[src/rtl/bram_arb_pkg.sv]
// Shared definitions for the block-memory port arbiter and its users.
package bram_arb_pkg;

  // Default geometry of the 16384x12 single-port block memory.
  localparam int unsigned ARB_ADDR_W = 14;
  localparam int unsigned ARB_DATA_W = 12;
  localparam int unsigned ARB_DEPTH  = 16384;

  // Arbiter operating mode.
  typedef enum logic [0:0] {
    IDLE  = 1'b0,
    CLEAR = 1'b1
  } arb_state_e;

endpackage

[src/rtl/bram_rd_latency_pipe.sv]
// Read-return pipe: delays the read grant by RD_LATENCY cycles and captures
// the memory output on the same edge that raises the tail valid bit.
module bram_rd_latency_pipe
  import bram_arb_pkg::*;
#(
  parameter int unsigned DATA_W     = ARB_DATA_W,
  parameter int unsigned RD_LATENCY = 1
) (
  input  logic              clka,
  input  logic              rsta,
  input  logic              gnt,
  input  logic [DATA_W-1:0] douta,
  output logic              rd_vld,
  output logic [DATA_W-1:0] rd_data
);

  logic [RD_LATENCY-1:0] vld_pipe;
  logic [RD_LATENCY:0]   stage;

  // Grant joins the bottom of the chain so every stage shifts uniformly.
  assign stage = {vld_pipe, gnt};

  // Shift valid bits and load read data when the next tail bit is set.
  always_ff @(posedge clka) begin
    if (rsta) begin
      vld_pipe <= '0;
      rd_data  <= '0;
    end else begin
      vld_pipe <= stage[RD_LATENCY-1:0];
      if (stage[RD_LATENCY-1]) begin
        rd_data <= douta;
      end
    end
  end

  assign rd_vld = vld_pipe[RD_LATENCY-1];

endmodule

[src/rtl/bram_port_arbiter.sv]
// Shares one single-port block memory between a read requester, a write
// requester and a full-memory clear sequencer. Grants and memory pins are
// driven in the same cycle as the request; read data returns via a pipe.
module bram_port_arbiter
  import bram_arb_pkg::*;
#(
  parameter int unsigned       ADDR_W        = ARB_ADDR_W,
  parameter int unsigned       DATA_W        = ARB_DATA_W,
  parameter int unsigned       DEPTH         = ARB_DEPTH,
  parameter int unsigned       RD_LATENCY    = 1,
  parameter int unsigned       MAX_RD_STREAK = 4,
  parameter logic [DATA_W-1:0] CLR_VALUE     = '0
) (
  input  logic              clka,
  input  logic              rsta,
  input  logic              rd_req,
  input  logic [ADDR_W-1:0] rd_addr,
  output logic              rd_gnt,
  output logic              rd_vld,
  output logic [DATA_W-1:0] rd_data,
  input  logic              wr_req,
  input  logic [ADDR_W-1:0] wr_addr,
  input  logic [DATA_W-1:0] wr_data,
  output logic              wr_gnt,
  input  logic              clr_start,
  output logic              clr_busy,
  output logic              clr_done,
  output logic              ram_ena,
  output logic              ram_wea,
  output logic [ADDR_W-1:0] ram_addra,
  output logic [DATA_W-1:0] ram_dina,
  input  logic [DATA_W-1:0] ram_douta
);

  localparam int unsigned        STREAK_W   = $clog2(MAX_RD_STREAK + 1);
  localparam logic [STREAK_W-1:0] STREAK_MAX = STREAK_W'(MAX_RD_STREAK);
  localparam logic [ADDR_W-1:0]  LAST_ADDR  = ADDR_W'(DEPTH - 1);

  arb_state_e          state, state_nxt;
  logic [ADDR_W-1:0]   clr_addr, clr_addr_nxt;
  logic [STREAK_W-1:0] streak, streak_nxt;
  logic                clr_done_nxt;
  logic                write_wins;

  // State, clear pointer, streak counter and registered clear status.
  always_ff @(posedge clka) begin
    if (rsta) begin
      state    <= IDLE;
      clr_addr <= '0;
      streak   <= '0;
      clr_busy <= 1'b0;
      clr_done <= 1'b0;
    end else begin
      state    <= state_nxt;
      clr_addr <= clr_addr_nxt;
      streak   <= streak_nxt;
      clr_busy <= (state_nxt == CLEAR);
      clr_done <= clr_done_nxt;
    end
  end

  // Write takes the port when alone or when reads have hit the streak limit.
  assign write_wins = wr_req && (!rd_req || (streak == STREAK_MAX));

  // Next state, arbitration and memory pin drive.
  always_comb begin
    state_nxt    = state;
    clr_addr_nxt = clr_addr;
    streak_nxt   = streak;
    clr_done_nxt = 1'b0;
    rd_gnt       = 1'b0;
    wr_gnt       = 1'b0;
    ram_ena      = 1'b0;
    ram_wea      = 1'b0;
    ram_addra    = '0;
    ram_dina     = '0;

    if (!rsta) begin
      unique case (state)
        IDLE: begin
          if (write_wins) begin
            wr_gnt    = 1'b1;
            ram_ena   = 1'b1;
            ram_wea   = 1'b1;
            ram_addra = wr_addr;
            ram_dina  = wr_data;
          end else if (rd_req) begin
            rd_gnt    = 1'b1;
            ram_ena   = 1'b1;
            ram_addra = rd_addr;
          end

          // Streak only counts reads that overtook a waiting write.
          if (wr_gnt || !wr_req) begin
            streak_nxt = '0;
          end else if (rd_gnt && (streak != STREAK_MAX)) begin
            streak_nxt = streak + STREAK_W'(1);
          end

          // A grant issued in this cycle still completes; clear starts next.
          if (clr_start) begin
            state_nxt    = CLEAR;
            clr_addr_nxt = '0;
          end
        end

        CLEAR: begin
          ram_ena   = 1'b1;
          ram_wea   = 1'b1;
          ram_addra = clr_addr;
          ram_dina  = CLR_VALUE;
          if (clr_addr == LAST_ADDR) begin
            state_nxt    = IDLE;
            clr_addr_nxt = '0;
            clr_done_nxt = 1'b1;
          end else begin
            clr_addr_nxt = clr_addr + ADDR_W'(1);
          end
        end

        default: begin
          state_nxt = IDLE;
        end
      endcase
    end
  end

  // Read data return path.
  bram_rd_latency_pipe #(
    .DATA_W     (DATA_W),
    .RD_LATENCY (RD_LATENCY)
  ) u_rd_pipe (
    .clka    (clka),
    .rsta    (rsta),
    .gnt     (rd_gnt),
    .douta   (ram_douta),
    .rd_vld  (rd_vld),
    .rd_data (rd_data)
  );

endmodule

[config.mk]
export PLATFORM = sky130hd
export DESIGN_NAME = bram_port_arbiter
export DESIGN_NICKNAME = d
export VERILOG_FILES = /design/src/rtl/bram_arb_pkg.sv /design/src/rtl/bram_rd_latency_pipe.sv /design/src/rtl/bram_port_arbiter.sv
export SDC_FILE = /design/constraint.sdc
export NUM_CORES = 1
export LEC_CHECK = 0
export ABC_AREA = 1
export CAP_MARGIN = 20
export CELL_PAD_IN_SITES_DETAIL_PLACEMENT = 1
export CELL_PAD_IN_SITES_GLOBAL_PLACEMENT = 2
export CORE_MARGIN = 4
export CORE_UTILIZATION = 21
export DETAILED_ROUTE_END_ITERATION = 8
export PLACE_DENSITY = 0.86
export REMOVE_ABC_BUFFERS = 1
export SYNTH_ARGS = -nofsm -noshare
export SYNTH_HDL_FRONTEND = slang
export SYNTH_SLANG_ARGS = --single-unit
export TNS_END_PERCENT = 100
[constraint.sdc]
create_clock -name clka -period 2.8 [get_ports clka]
set_input_delay 0.84 -clock clka [delete_from_list [all_inputs] [get_ports clka]]
set_output_delay 0.84 -clock clka [all_outputs]
set_load 0.02 [all_outputs]
=== After elaboration in Yosys (flattened, before gate mapping) ===
Index checks and enable logic that the tools add are counted.

* Register bits: 32
* Input bits: 57

* Add/subtract/negate cells: 2
* Equality and inequality tests: 4
* Muxes and demuxes: 32
* Bitwise operators: 1
* Reductions and logical operators: 9

{| class="wikitable"
|+ Operators by type and width
! operator !! count
|-
| 14-bit two-way mux || 5
|-
| 14-bit case mux with 2 select lines || 2
|-
| 12-bit two-way mux || 2
|-
| 12-bit case mux with 2 select lines || 1
|-
| 1-bit two-way mux || 17
|-
| 14-bit by 1-bit adder with 14-bit output (second input constant) || 1
|-
| 14-bit == test (second input constant) || 1
|-
| 3-bit two-way mux || 2
|-
| 1-bit case mux with 2 select lines || 3
|-
| 3-bit by 1-bit adder with 3-bit output (second input constant) || 1
|-
| 3-bit == test (second input constant) || 1
|-
| 3-bit != test (second input constant) || 1
|-
| 1-bit logical AND || 2
|-
| 1-bit zero test || 2
|-
| 1-bit logical OR || 2
|-
| 2-bit != test (second input constant) || 1
|-
| 2-bit AND reduction || 1
|-
| 2-bit nonzero test || 1
|-
| 2-bit OR reduction || 1
|-
| 1-bit NOT || 1
|}

=== Longest topological paths before layout ===
* Depth in word-level cells: 9
* Gate-level depth with buffers: 10
* Gate-level depth less buffers: 9

=== Cells and area by module ===
From an unflattened synthesis, not the netlist that was laid out.

* Cells, all modules: 333
* Area total of the unflattened synthesis: 2,132.0 µm²

{| class="wikitable"
|+ By module, submodules not included
! module !! instances !! cells an instance !! area each (µm²)
|-
| bram_port_arbiter || 1 || 253 || 1,590.3
|-
| bram_rd_latency_pipe || 1 || 80 || 541.8
|}

=== Least setup slack after synthesis ===
Ideal clock, no wire load.

* Path kind: input-to-output
* Start point: input port rd_req
* End point: output port ram_dina[10]
* Arrival time: 1.809 ns
* Data required time: 1.960 ns
* Path slack: 0.151 ns
* Cell stages on the path: 6
* Buffers on the path: 1
* Path through: inv_2 -> a21oi_4 -> nor2_4 -> nand2_1 -> buf_6 -> nor2_1

* Longest elaborated chain between the ends: 6

{| class="wikitable"
|+ Ends and longest elaborated chain
! element !! RTL line !! source
|-
| start, declared || bram_port_arbiter.sv:16 || <nowiki>input logic rd_req,</nowiki>
|-
| 1-bit zero test || bram_port_arbiter.sv:63 || <nowiki>assign write_wins = wr_req && (!rd_req || (streak == STREAK_MAX));</nowiki>
|-
| 1-bit logical OR || bram_port_arbiter.sv:63 ||
|-
| 1-bit logical AND || bram_port_arbiter.sv:63 ||
|-
| 12-bit two-way mux || bram_port_arbiter.sv:81 || <nowiki>if (write_wins) begin</nowiki>
|-
| 12-bit case mux with 2 select lines || bram_port_arbiter.sv:79 || <nowiki>unique case (state)</nowiki>
|-
| 12-bit two-way mux || bram_port_arbiter.sv:78 || <nowiki>if (!rsta) begin</nowiki>
|-
| end, declared || bram_port_arbiter.sv:31 || <nowiki>output logic [DATA_W-1:0] ram_dina,</nowiki>
|}

Every way passes these cells.

=== Final worst setup path ===
* Start point: input port rsta
* End point: output port ram_wea

* Longest elaborated chain between the ends: 1

{| class="wikitable"
|+ Ends and longest elaborated chain
! element !! RTL line !! source
|-
| start, declared || bram_port_arbiter.sv:15 || <nowiki>input logic rsta,</nowiki>
|-
| 1-bit two-way mux || bram_port_arbiter.sv:78 ||
|-
| end, declared || bram_port_arbiter.sv:29 || <nowiki>output logic ram_wea,</nowiki>
|}

Every way passes these cells.

==> results.cfg <==
[cts]
h-tree-depth = 2
cts.root.buffer_cell = clkbuf_8
cts_sinks = 32
path_clk_slew_ns = 0.06
clkLatencyLatePin_ns = 0.28
cts_buffers = 5
hold_buffers = 0
tritoncts = yes
cts_buffer_depth = 2

[sta]
post-route-min-period_ns = 2.75
fin_skew_ns = 0.00626
maxSlewViolCount = 0
timing.final.crit_share_pct = 98.2
hold_violations = 0
timing.final.ws_setup_ns = 0.0504
relSlewSlack_pct = 62.8
timing.fmax_ghz = 0.364
finalSetupTns_ns = 0
setup_viol = 0
rsz0062_at_grt = yes
tightest_slew_ns = 0.557

[critical_path]
crit_slowest_cell = dlygate4sd2_1
endpoint_kind = primary output
cp.arrival_ns = 1.91
crit_type = input pin to primary output
cp_cell_sequence = clkdlybuf4s15_2, inv_2, buf_4, buf_4, nand2_1, nand2_1, dlygate4sd2_1
cpLargestDelayFamily = buffers and inverters
cp_num_buf_inv = 5
cp_max_fo = 10
max_stage_delay_ns = 0.34
required_ns = 1.96
critPathLaunchType = input pin

[route]
drt_pass1_iterations = 4
vias = 2435
drc_errors = 0
wl_per_cell_um = 13.8
drt_wl_total_mm = 7.50
dr.first_iter.drc_count = 105
via_per_inst = 4.48
ant_nets = 0

[synth]
yosysMostFrequentCell = nand2_1
ys.flop_type = dfxtp_1
yosysTopAreaCell = dfxtp_1
ys_seq_area_share_pct = 32.7
synthTopCellsByArea = dfxtp_1 (33%), nand2_1 (16%), nand3_1 (8.2%), nor2_1 (7.7%), inv_1 (5.4%)
synth_edf_count = 0
synth_top_cell_area_share_pct = 32.7
syn_avg_cell_area_um2 = 6.34
synth_warnings = 0
synthDistinctLibCells = 27
ys_async_sr_fraction_pct = 0
syn_inst = 309
yosys-top-cells-count = nand2_1 (85), nor2_1 (40), dfxtp_1 (32), nand3_1 (32), inv_1 (28)
ys_ff_latch = 32
netlist_area_um2 = 1960

[grt]
grt_max_degree = 35
overflow = 0
grt_pass1_vias = 2511
grt_pass1_wl_mm = 12.5
grt_antenna_before_repair = 0
grt_usage_pct = 13.8

[place]
numPortBuffers = 101
placed_area_um2 = 3200
dp_hpwl_mm = 5.80
place_ws_ns = -0.755
gp_congestion = 0.741

[power]
leakage_nw = 1.51
power_mw = 1.24
p_per_area_nw_per_um2 = 367
vdd_drop_max_mv = 0.177

[floorplanning]
ios = 102
die_area_um2 = 10900
coreArea_um2 = 8890
rows = 34
initial_utilization_pct = 22.0
die_y_um = 105
die_w_um = 105

[cells_and_area]
final_core_util_pct = 38.0
final_nets = 495
finalInstanceArea_um2 = 3380
area_delta_synth_final_pct = 72.4
diodes = 0
drive_gt1_share_pct = 20.2

[hold_path]
hold_class = register to register

[flow_run]
max_cap_violations = 0

[outcome]
outcome = finished clean
[flip-flops by register name (all words and copies together) (netlist names)]
signal and count:
clr_addr 14, u_rd_pipe.rd_data 12, clr_done 1, u_rd_pipe.rd_vld 1, streak 3, state 1
[layer usage]
metal | GRT usage, % | vias to the layer above | part of all wire [%]
met4 | 4.59 | 0 | 1.2
met1 | 17.2 | 1137 | 45
met5 | 0 | - | 0
li1 | - | 1226 | -
met3 | 2.03 | 8 | 4.4
met2 | 24.3 | 64 | 50
[per-stage QoR]
stage	hold slack, ns	cells
final	0.461	543
after global routing	0.490	543
after CTS	0.466	540
after detailed placement	0.456	527
after global placement	0.452	527
after floorplan	0.459	295
[timing repair]
action	in CTS	in global routing
setup buffers	6	3
endpoints found under the setup margin	30	28
gates cloned	1	0
pin swaps	4	11
gates resized for setup	113	15
[cell families after synthesis]
kind of cell | Yosys count | share of synthesized area (%)
xor+xnor | 7 | 3.13
fa+ha+maj | 3 | 1.92
compound gates | 48 | 13.2
simple gates | 172 | 38.4
buf+inv | 47 | 10.7
flops | 32 | 32.7
[layout by cell type (no fill, tap or decap), types with 2 or more instances in the layout]
cell type,n
nand2_1,83
clkdlybuf4s50_1,68
nor2_1,40
buf_4,36
nand3_1,32
dfxtp_1,32
inv_1,27
a21oi_1,13
o21ai_0,12
o21ai_1,12
clkdlybuf4s15_1,8
a21oi_2,7
buf_2,6
inv_2,5
nand2_2,5
clkbuf_8,5
nor2_2,4
xor2_1,4
clkdlybuf4s15_2,4
xnor2_1,3
nand4_1,3
buf_6,3
dlygate4sd2_1,3
buf_12,3
nor2_4,2
ha_1,2
[final cells by class]
type | count | area (µm²)
timing repair buffer | 133 | 1260
inverter | 33 | 126
fill | 1127 | 5510
clock buffer | 6 | 72.6
sequential | 32 | 641
clock inverter | 1 | 5.00
multi-input combinational | 230 | 1140
tap | 108 | 135
[power by group]
part	internal [mW]	total [mW]	switching [mW]
logic	0.207	0.418	0.210
registers	0.474	0.485	0.0114
clock network	0.169	0.336	0.167
total	0.850	1.24	0.389
[path summary, 6_finish.rpt]
kind / slack, ns / depth (start not counted) / to / start
worst min register to register: 0.46 / 2 / u_rd_pipe.rd_data[1] / u_rd_pipe.rd_data[1]
worst max register to register: 1.02 / 12 / u_rd_pipe.rd_data[9] / streak[0]
worst max-delay path: 0.05 / 7 / ram_wea / rsta
worst min-delay path: 0.46 / 2 / u_rd_pipe.rd_data[1] / u_rd_pipe.rd_data[1]
[worst reg2reg max path, stage by stage (launching register included)]
cell and delay (ns):
dfxtp_1 0.34, inv_1 0.06, ha_2 0.20, a21oi_4 0.16, nor2_4 0.07, buf_12 0.13, nor2_8 0.14, buf_4 0.13
buf_4 0.10, nand2_4 0.04, buf_4 0.17, nand3_1 0.08, nand2_1 0.05
No activity file was read; power rests on OpenSTA's default activity.
